$ cat config.mk
export PLATFORM = sky130hd
export DESIGN_NAME = fullchip_driver
export DESIGN_NICKNAME = d
export VERILOG_FILES = /design/src/rtl/fullchip_pkg.sv /design/src/rtl/fullchip_inst_enc.sv /design/src/rtl/fullchip_driver.sv
export SDC_FILE = /design/constraint.sdc
export NUM_CORES = 1
export LEC_CHECK = 0
export ABC_AREA = 1
export BUFFER_PORTS_ARGS = -buffer_cell sky130_fd_sc_hd__buf_2
export CORE_ASPECT_RATIO = 0.5
export CORE_UTILIZATION = 50
export DETAILED_ROUTE_END_ITERATION = 10
export PLACE_DENSITY = 0.81
export SLEW_MARGIN = 20
export SYNTH_ARGS = -nofsm -noshare
export SYNTH_HDL_FRONTEND = slang
export SYNTH_SLANG_ARGS = --single-unit
$ cat constraint.sdc
create_clock -name clk -period 4.93 [get_ports clk]
set_input_delay 0.2465 -clock clk [delete_from_list [all_inputs] [get_ports clk]]
set_output_delay 0.2465 -clock clk [all_outputs]
set_load 0.05 [all_outputs]
$ cat src/rtl/fullchip_pkg.sv
// Shared encodings for the fullchip host-side driver: command opcodes, inst
// word field positions, sequencer states and the inst strobe bundle.
package fullchip_pkg;

   localparam int INST_W       = 17;
   localparam int OFIFO_RD_BIT = 0;
   localparam int EXECUTE_BIT  = 1;
   localparam int LOAD_BIT     = 2;
   localparam int KMEM_WR_BIT  = 3;
   localparam int KMEM_RD_BIT  = 4;
   localparam int QMEM_WR_BIT  = 5;
   localparam int QMEM_RD_BIT  = 6;
   localparam int KMEM_ADD_LSB = 7;
   localparam int QMEM_ADD_LSB = 11;

   typedef enum logic [1:0] {
      OP_WR_Q = 2'd0,
      OP_WR_K = 2'd1,
      OP_EXEC = 2'd2,
      OP_READ = 2'd3
   } cmd_op_t;

   typedef enum logic [2:0] {
      ST_IDLE, ST_WR, ST_LOAD, ST_GAP, ST_EXEC, ST_DRAIN, ST_READ, ST_FIN
   } state_t;

   typedef struct packed {
      logic qmem_rd;
      logic qmem_wr;
      logic kmem_rd;
      logic kmem_wr;
      logic load;
      logic execute;
      logic ofifo_rd;
   } strobe_t;

endpackage

$ cat src/rtl/fullchip_inst_enc.sv
// Combinational packer: strobe set plus K/Q addresses -> 17-bit fullchip inst
// word. Reserved bits [16:15] are always zero.
module fullchip_inst_enc
   import fullchip_pkg::*;
#(
   parameter int AW = 4
) (
   input  strobe_t           strobe,
   input  logic [AW-1:0]     kmem_add,
   input  logic [AW-1:0]     qmem_add,
   output logic [INST_W-1:0] inst
);

   always_comb begin
      inst                        = '0;
      inst[OFIFO_RD_BIT]          = strobe.ofifo_rd;
      inst[EXECUTE_BIT]           = strobe.execute;
      inst[LOAD_BIT]              = strobe.load;
      inst[KMEM_WR_BIT]           = strobe.kmem_wr;
      inst[KMEM_RD_BIT]           = strobe.kmem_rd;
      inst[QMEM_WR_BIT]           = strobe.qmem_wr;
      inst[QMEM_RD_BIT]           = strobe.qmem_rd;
      inst[KMEM_ADD_LSB +: AW]    = kmem_add;
      inst[QMEM_ADD_LSB +: AW]    = qmem_add;
   end

endmodule

$ cat src/rtl/fullchip_driver.sv
// Host-side sequencer expanding WR_Q/WR_K/EXEC/READ commands into registered
// inst/mem_in sequences for fullchip. Option: FULLCHIP_DRIVER_STALL_CNT_EN.
module fullchip_driver
   import fullchip_pkg::*;
#(
   parameter int bw       = 8,
   parameter int pr       = 8,
   parameter int col      = 8,
   parameter int AW       = 4,
   parameter int PIPE_LAT = 4
) (
   input  logic              clk,
   input  logic              reset,
   input  logic              cmd_valid,
   output logic              cmd_ready,
   input  logic [1:0]        cmd_op,
   input  logic [AW:0]       cmd_len,
   input  logic              data_valid,
   output logic              data_ready,
   input  logic [pr*bw-1:0]  data_in,
   output logic [INST_W-1:0] inst,
   output logic [pr*bw-1:0]  mem_in,
   output logic              done,
   output logic [15:0]       stall_cnt
);

   localparam int          CW         = AW + 1;
   localparam logic [AW:0] DEPTH_L    = {1'b1, {AW{1'b0}}};
   localparam logic [AW:0] COL_LAST   = CW'(col - 1);
   localparam logic [AW:0] DRAIN_LAST = CW'(PIPE_LAT - 1);

   state_t              state, state_nxt;
   logic [AW:0]         cnt, cnt_nxt;
   logic [AW:0]         len_q, len_nxt;
   logic                wr_k_q;
   logic                accept;
   logic                mem_load;
   strobe_t             strb;
   logic [AW-1:0]       kadd, qadd;
   logic [INST_W-1:0]   inst_nxt;

   assign cmd_ready  = (state == ST_IDLE);
   assign data_ready = (state == ST_WR);
   assign accept     = cmd_valid & cmd_ready;

   // Next state and the inst word for the cycle being entered, so every
   // word lands in the inst register one cycle after its triggering event.
   always_comb begin
      // NOTE: every output gets a default first so no latch is inferred.
      state_nxt = state;
      cnt_nxt   = cnt;
      len_nxt   = len_q;
      strb      = '0;
      kadd      = '0;
      qadd      = '0;
      mem_load  = 1'b0;
      case (state)
         ST_IDLE: if (accept) begin
            len_nxt = (cmd_len > DEPTH_L) ? DEPTH_L : cmd_len;
            cnt_nxt = '0;
            if (len_nxt == '0) state_nxt = ST_FIN;
            else begin
               case (cmd_op)
                  OP_WR_Q, OP_WR_K: state_nxt = ST_WR;
                  OP_EXEC: begin
                     state_nxt    = ST_LOAD;
                     strb.kmem_rd = 1'b1;
                     strb.load    = 1'b1;
                  end
                  default: begin
                     state_nxt     = ST_READ;
                     strb.ofifo_rd = 1'b1;
                  end
               endcase
            end
         end
         ST_WR: if (data_valid) begin
            mem_load = 1'b1;
            if (wr_k_q) begin
               strb.kmem_wr = 1'b1;
               kadd         = cnt[AW-1:0];
            end else begin
               strb.qmem_wr = 1'b1;
               qadd         = cnt[AW-1:0];
            end
            if (cnt == len_q - 1'b1) state_nxt = ST_FIN;
            else                     cnt_nxt   = cnt + 1'b1;
         end
         ST_LOAD: begin
            if (cnt == COL_LAST) begin
               state_nxt = ST_GAP;
               cnt_nxt   = '0;
            end else begin
               cnt_nxt      = cnt + 1'b1;
               strb.kmem_rd = 1'b1;
               strb.load    = 1'b1;
               kadd         = cnt_nxt[AW-1:0];
            end
         end
         ST_GAP: begin
            state_nxt    = ST_EXEC;
            cnt_nxt      = '0;
            strb.qmem_rd = 1'b1;
            strb.execute = 1'b1;
         end
         ST_EXEC: begin
            if (cnt == len_q - 1'b1) begin
               state_nxt = ST_DRAIN;
               cnt_nxt   = '0;
            end else begin
               cnt_nxt      = cnt + 1'b1;
               strb.qmem_rd = 1'b1;
               strb.execute = 1'b1;
               qadd         = cnt_nxt[AW-1:0];
            end
         end
         ST_DRAIN: begin
            if (cnt == DRAIN_LAST) state_nxt = ST_FIN;
            else                   cnt_nxt   = cnt + 1'b1;
         end
         ST_READ: begin
            if (cnt == len_q - 1'b1) state_nxt = ST_FIN;
            else begin
               cnt_nxt       = cnt + 1'b1;
               strb.ofifo_rd = 1'b1;
            end
         end
         ST_FIN:  state_nxt = ST_IDLE;
         default: state_nxt = ST_IDLE;
      endcase
   end

   fullchip_inst_enc #(.AW(AW)) u_inst_enc (
      .strobe   (strb),
      .kmem_add (kadd),
      .qmem_add (qadd),
      .inst     (inst_nxt)
   );

   // NOTE: sequential state uses non-blocking assignments only.
   always_ff @(posedge clk or posedge reset) begin
      if (reset) begin
         state  <= ST_IDLE;
         cnt    <= '0;
         len_q  <= '0;
         wr_k_q <= 1'b0;
         inst   <= '0;
         mem_in <= '0;
         done   <= 1'b0;
      end else begin
         state <= state_nxt;
         cnt   <= cnt_nxt;
         len_q <= len_nxt;
         if (accept)   wr_k_q <= (cmd_op == OP_WR_K);
         inst  <= inst_nxt;
         if (mem_load) mem_in <= data_in;
         done  <= (state_nxt == ST_FIN);
      end
   end

`ifdef FULLCHIP_DRIVER_STALL_CNT_EN
   logic [15:0] stall_q;

   always_ff @(posedge clk or posedge reset) begin
      if (reset)                                                     stall_q <= '0;
      else if (state == ST_WR && !data_valid && stall_q != 16'hFFFF) stall_q <= stall_q + 1'b1;
   end

   assign stall_cnt = stall_q;
`else
   assign stall_cnt = '0;
`endif

endmodule

# Word level (Yosys, flattened, before mapping)
# Cells that the tools add are included.
# Widths: inputs -> output; s select.
[word_totals]
latchBits = 0
regBits = 94
output_inout_bits = 100
romBits = 0
mem_count = 0
inputBits = 75
word_cells = 79
ram_bits = 0
[classes]
addsub = 2
n_shift = 0
div = 0
n_reduce_logical = 8
n_mul = 0
bitwise = 1
n_lt_le_gt_ge = 1
n_eq_ne = 16
n_mux = 44
[op_table]
columns = ["operator", "count"]
rows = [
  ["$mux 5", 7],
  ["$pmux 5 s7", 1],
  ["$mux 4", 6],
  ["$pmux 3 s8", 1],
  ["$mux 3", 7],
  ["$mux 1", 16],
  ["$pmux 4 s2", 2],
  ["$eq 3x3->1 const B", 5],
  ["$reduce_bool 7->1", 1],
  ["$eq 3x2->1 const B", 2],
  ["$pmux 1 s2", 3],
  ["$pmux 3 s2", 1],
  ["$add 5x1->5 const B", 1],
  ["$eq 5x2->1 const B", 1],
  ["$eq 5x3->1 const B", 1],
  ["$eq 5x5->1", 1],
  ["$gt 5x5->1 const B", 1],
  ["$logic_not 5->1", 1],
  ["$sub 5x1->5 const B", 1],
  ["$ne 2x2->1 const B", 2],
  ["$reduce_and 4->1", 1],
  ["$eq 3x1->1 const B", 1],
  ["$logic_not 3->1", 1],
  ["$reduce_or 3->1", 1],
  ["7 further kinds", 7],
]

# Logic depth before layout (Yosys ltp)
[depth]
depth_word = 7
ltp_mapped = 14
mapped_depth_nobuf = 14

# Hierarchy
# Synthesis repeated with hierarchy kept, for this count alone.
[unflattened]
hier_cells = 527
hier_area_um2 = 4380.5
[modules_own_cells]
columns = ["module", "seq_area_each_um2", "cells_each", "area_each_um2", "n_inst"]
rows = [
  ["fullchip_driver", 2402.3, 509, 4249.1, 1],
  ["fullchip_inst_enc", 0.0, 18, 131.4, 1],
]

# Worst setup path before layout
# No wires, ideal clock.
[synth_timing]
path_type = "register -> register"
from = "register state[0]"
to = "register done"
required_time_ps = 4859
period_less_slack_ps = 2007
path_stages_with_launch = 10
setup_ps = 71
slack_ps = 2923
arrival_time_ps = 1936
path_buffers = 0
path_cell_list = "dfrtp_1 inv_2 nand2_1 nor2_1 nand2_1 inv_2 nand2_1 nand3_1 nand2_1 nor2_1"
[synth_via]
elab_chain_cells = 5
word_cells_on_any_way = 17
classes_between = "eq/ne: 8; mux: 7; bitwise: 1; reduce/logical: 1"
[synth_lines]
columns = ["element", "line_no", "source"]
rows = [
  ["start, declared", "fullchip_driver.sv:32", "state_t state, state_nxt;"],
  ["start signal, assigned", "fullchip_driver.sv:151", "state <= state_nxt;"],
  ["$logic_not 3->1 (*)", "fullchip_driver.sv:42", "assign cmd_ready = (state == ST_IDLE);"],
  ["named net cmd_ready", "fullchip_driver.sv:15", "output logic cmd_ready,"],
  ["$and 1x1->1", "fullchip_driver.sv:44", "assign accept = cmd_valid & cmd_ready;"],
  ["$mux 3", "fullchip_driver.sv:58", "ST_IDLE: if (accept) begin"],
  ["$pmux 3 s8 (*)", "fullchip_driver.sv:57", "case (state)"],
  ["named net state_nxt[1]", "fullchip_driver.sv:32", ""],
  ["$eq 3x3->1 (*)", "fullchip_driver.sv:157", "done <= (state_nxt == ST_FIN);"],
  ["end signal, assigned", "fullchip_driver.sv:157", ""],
  ["end, declared", "fullchip_driver.sv:23", "output logic done,"],
]
# Mark *: on every way through the listed nets, which the timed path passes. The rest lies on a longest branch.
# A chain may end at the register's enable or synchronous reset.

# Final worst setup path
[layout_timing]
from = "register state[2]"
to = "register inst[10]"
[layout_via]
elab_chain_cells = 2
word_cells_on_any_way = 3
classes_between = "eq/ne: 2; mux: 1"
[layout_lines]
columns = ["element", "line_no", "source"]
rows = [
  ["$eq 3x2->1 or $eq 3x1->1 (tied branches)", "fullchip_driver.sv:57", ""],
  ["$pmux 4 s2 (*)", "fullchip_driver.sv:57", ""],
  ["named net inst_nxt[10]", "fullchip_driver.sv:40", "logic [INST_W-1:0] inst_nxt;"],
  ["end signal, assigned", "fullchip_driver.sv:155", "inst <= inst_nxt;"],
  ["end, declared", "fullchip_driver.sv:21", "output logic [INST_W-1:0] inst,"],
]
# Marks and branches as above.

==> results.json <==
{
  "drtIter0Drc": 209,
  "die_y_um": 65.59,
  "avgSynthCellArea_um2": 8.253,
  "first_global_vias": 3262,
  "synthAdderAreaFrac_pct": 0.6188,
  "post_cts_buffers": 0,
  "maxCapViolations": 0,
  "synth_seq_cells": 92,
  "dp_cells": 738,
  "first_pass_iters": 4,
  "detail-route-antenna-nets": 0,
  "post_cts_resize_count": 0,
  "clockBufferDepth": 2,
  "root_buffer": "clkbuf_16",
  "vias_per_cell": 4.753,
  "placementRows": 22,
  "finClkSkew_ns": 0.005053,
  "cp-end-kind": "register",
  "start_util_pct": 53.42,
  "leakage_nw": 3.066,
  "fin_tns_setup_ns": 0,
  "clk_pin_slew_ns": 0.06,
  "ctsHoldBuffers": 0,
  "postPlaceCellArea_um2": 4802,
  "synth_top_family_by_area": "simple AND/OR/NAND/NOR gates",
  "required_ns": 5.13,
  "synth_area_um2": 4044,
  "cts.sink_count": 92,
  "final_cell_mix": "nand2_1 (250), buf_2 (156), dfrtp_1 (92)",
  "cts_tree": "yes",
  "drive_gt1_share_pct": 28.79,
  "grt_first_pass_wirelength_mm": 14.61,
  "grt_antenna_before_repair": 0,
  "io_buffers": 156,
  "postSynthCellCount": 490,
  "track_usage_pct": 22.93,
  "worst-setup-path-type": "reg -> reg",
  "path_max_fanout": 66,
  "num_io_pins": 175,
  "slew_headroom_pct": 28.09,
  "worst_slew_pin_slew_ns": 1.077,
  "fp.coreArea_um2": 7570,
  "n_antenna_cell": 0,
  "die-width_um": 129.2,
  "numCtsBuffers": 9,
  "worst_setup_path_start_kind": "register",
  "place_hpwl_mm": 6.767,
  "peakVddDrop_mv": 0.2223,
  "setup_viol_count_final": 0,
  "routedWlPerCell_um": 12.33,
  "arrival_ns": 2.25,
  "fmax_ghz": 0.4895,
  "clkLatencyLatePin_ns": 0.33,
  "grt.overflow.total": 0,
  "layout_commonest_cell": "nand2_1",
  "status": "finished, final reports clean",
  "hold_viol_final": 0,
  "fin_area_um2": 5082,
  "p_per_area_nw_per_um2": 486.5,
  "yosysWarnings": 0,
  "yosys.area_share.simple_pct": 28.03,
  "post-route-util_pct": 67.14,
  "routed_wl_mm": 9.294,
  "yosysUniqueCellTypes": 26,
  "grt_max_degree": 67,
  "gp_congestion": 0.8712,
  "htree_levels": 3,
  "instances_no_fill": 754,
  "period_needed_ns": 2.043,
  "die_area_um2": 8473,
  "drc": 0,
  "synth_xor_area_share_pct": 0.6498,
  "r2r_start": "state[2]",
  "synth_compound_area_share_pct": 4.239,
  "nNetsFinal": 718,
  "period_share_pct": 41.44,
  "areaGrowthSynthToFinish_pct": 25.68,
  "rsz0062_at_grt": "false",
  "synth.yosys.seq_area_share_pct": 56.93,
  "via_count": 3584,
  "hp-class": "in -> async",
  "startpoint": "state[2]",
  "slew_viol_final": 0,
  "synth_mux_area_share_pct": 0
}
[stage by stage]
stage,power (mW),worst slack [ns],hold WS (ns)
3_3_place_gp,1.837,2.967,0.4358
3_5_place_dp,1.854,2.895,0.4493
2_1_floorplan,1.654,2.292,0.3428
4_1_cts,2.493,2.876,0.09646
6_report,2.473,2.887,0.03587
5_1_grt,2.613,2.707,0.09899
[cell usage after synthesis]
cell / instances / area share (%)
and3_1: 1 / 0.15
conb_1: 1 / 0.093
nor2_4: 1 / 0.28
ha_1: 2 / 0.62
a32o_1: 1 / 0.25
nor2_2: 3 / 0.46
inv_1: 32 / 3.0
nand2_2: 3 / 0.46
o21ai_0: 6 / 0.74
o31ai_1: 1 / 0.19
o21ai_1: 6 / 0.74
xor2_1: 3 / 0.65
dfrtp_1: 92 / 57
o22ai_1: 7 / 1.1
o211ai_1: 1 / 0.19
nand3_1: 10 / 1.2
nor2_1: 20 / 1.9
a21oi_1: 4 / 0.50
inv_2: 5 / 0.46
buf_2: 8 / 0.99
nand2_1: 250 / 23
a31oi_1: 1 / 0.15
buf_4: 27 / 5.0
nor3_1: 3 / 0.37
o32ai_1: 1 / 0.22
a22oi_1: 1 / 0.19
[sequential cells by signal, summed over array words and instances, names as in the netlist]
register / count
len_q: 5
cnt: 5
state: 3
wr_k_q: 1
done: 1
mem_in: 64
inst: 13
[layout make-up]
cell class / count / area (um^2)
Sequential cell: 92 / 2302
Clock inverter: 5 / 36.28
Clock buffer: 11 / 242.7
Inverter: 37 / 141.4
Fill cell: 650 / 2487
Tap cell: 108 / 135.1
Multi-Input combinational cell: 343 / 1429
Timing Repair Buffer: 158 / 795.8
[worst paths after layout]
kind                               to  slack, ns  cells after the start
setup / recovery             inst[10]       2.89                      7
hold / removal             mem_in[45]       0.04                      2
setup reg to reg             inst[10]       2.89                      7
hold reg to reg            mem_in[13]       0.46                      2
max in group asynchronous   mem_in[1]       4.00                      3
min in group clk            mem_in[8]       0.11                      3
[critical path, stage by stage, from the launching register on]
cell and delay, ns:
dfrtp_1 0.42, inv_1 0.12, nand2_1 0.17, nor2_4 0.05, inv_2 0.75, nor2_1 0.12, inv_1 0.17, o22ai_1 0.11
[per-layer routing]
metal	global-route usage (%)	vias to the layer above	wire length, um
met5	0	-	0
met4	9.412	0	195
met3	6.515	21	553
met2	40.32	134	4674
met1	26.70	1665	3871
li1	-	1764	-
[kinds of logic after synthesis]
logic type | Yosys count
AO/OA/AOI/OAI | 29
XOR/XNOR | 3
adder cells (fa/ha/maj) | 2
buffers and inverters | 72
flip-flops | 92
other | 1
AND/OR/NAND/NOR | 291
[power by group]
| part | internal (mW) | switching [mW] |
|---|---|---|
| registers | 0.873 | 0.0683 |
| clock network | 0.357 | 0.272 |
| logic | 0.206 | 0.697 |
| total | 1.44 | 1.04 |
(Power assumes the default switching activity.)
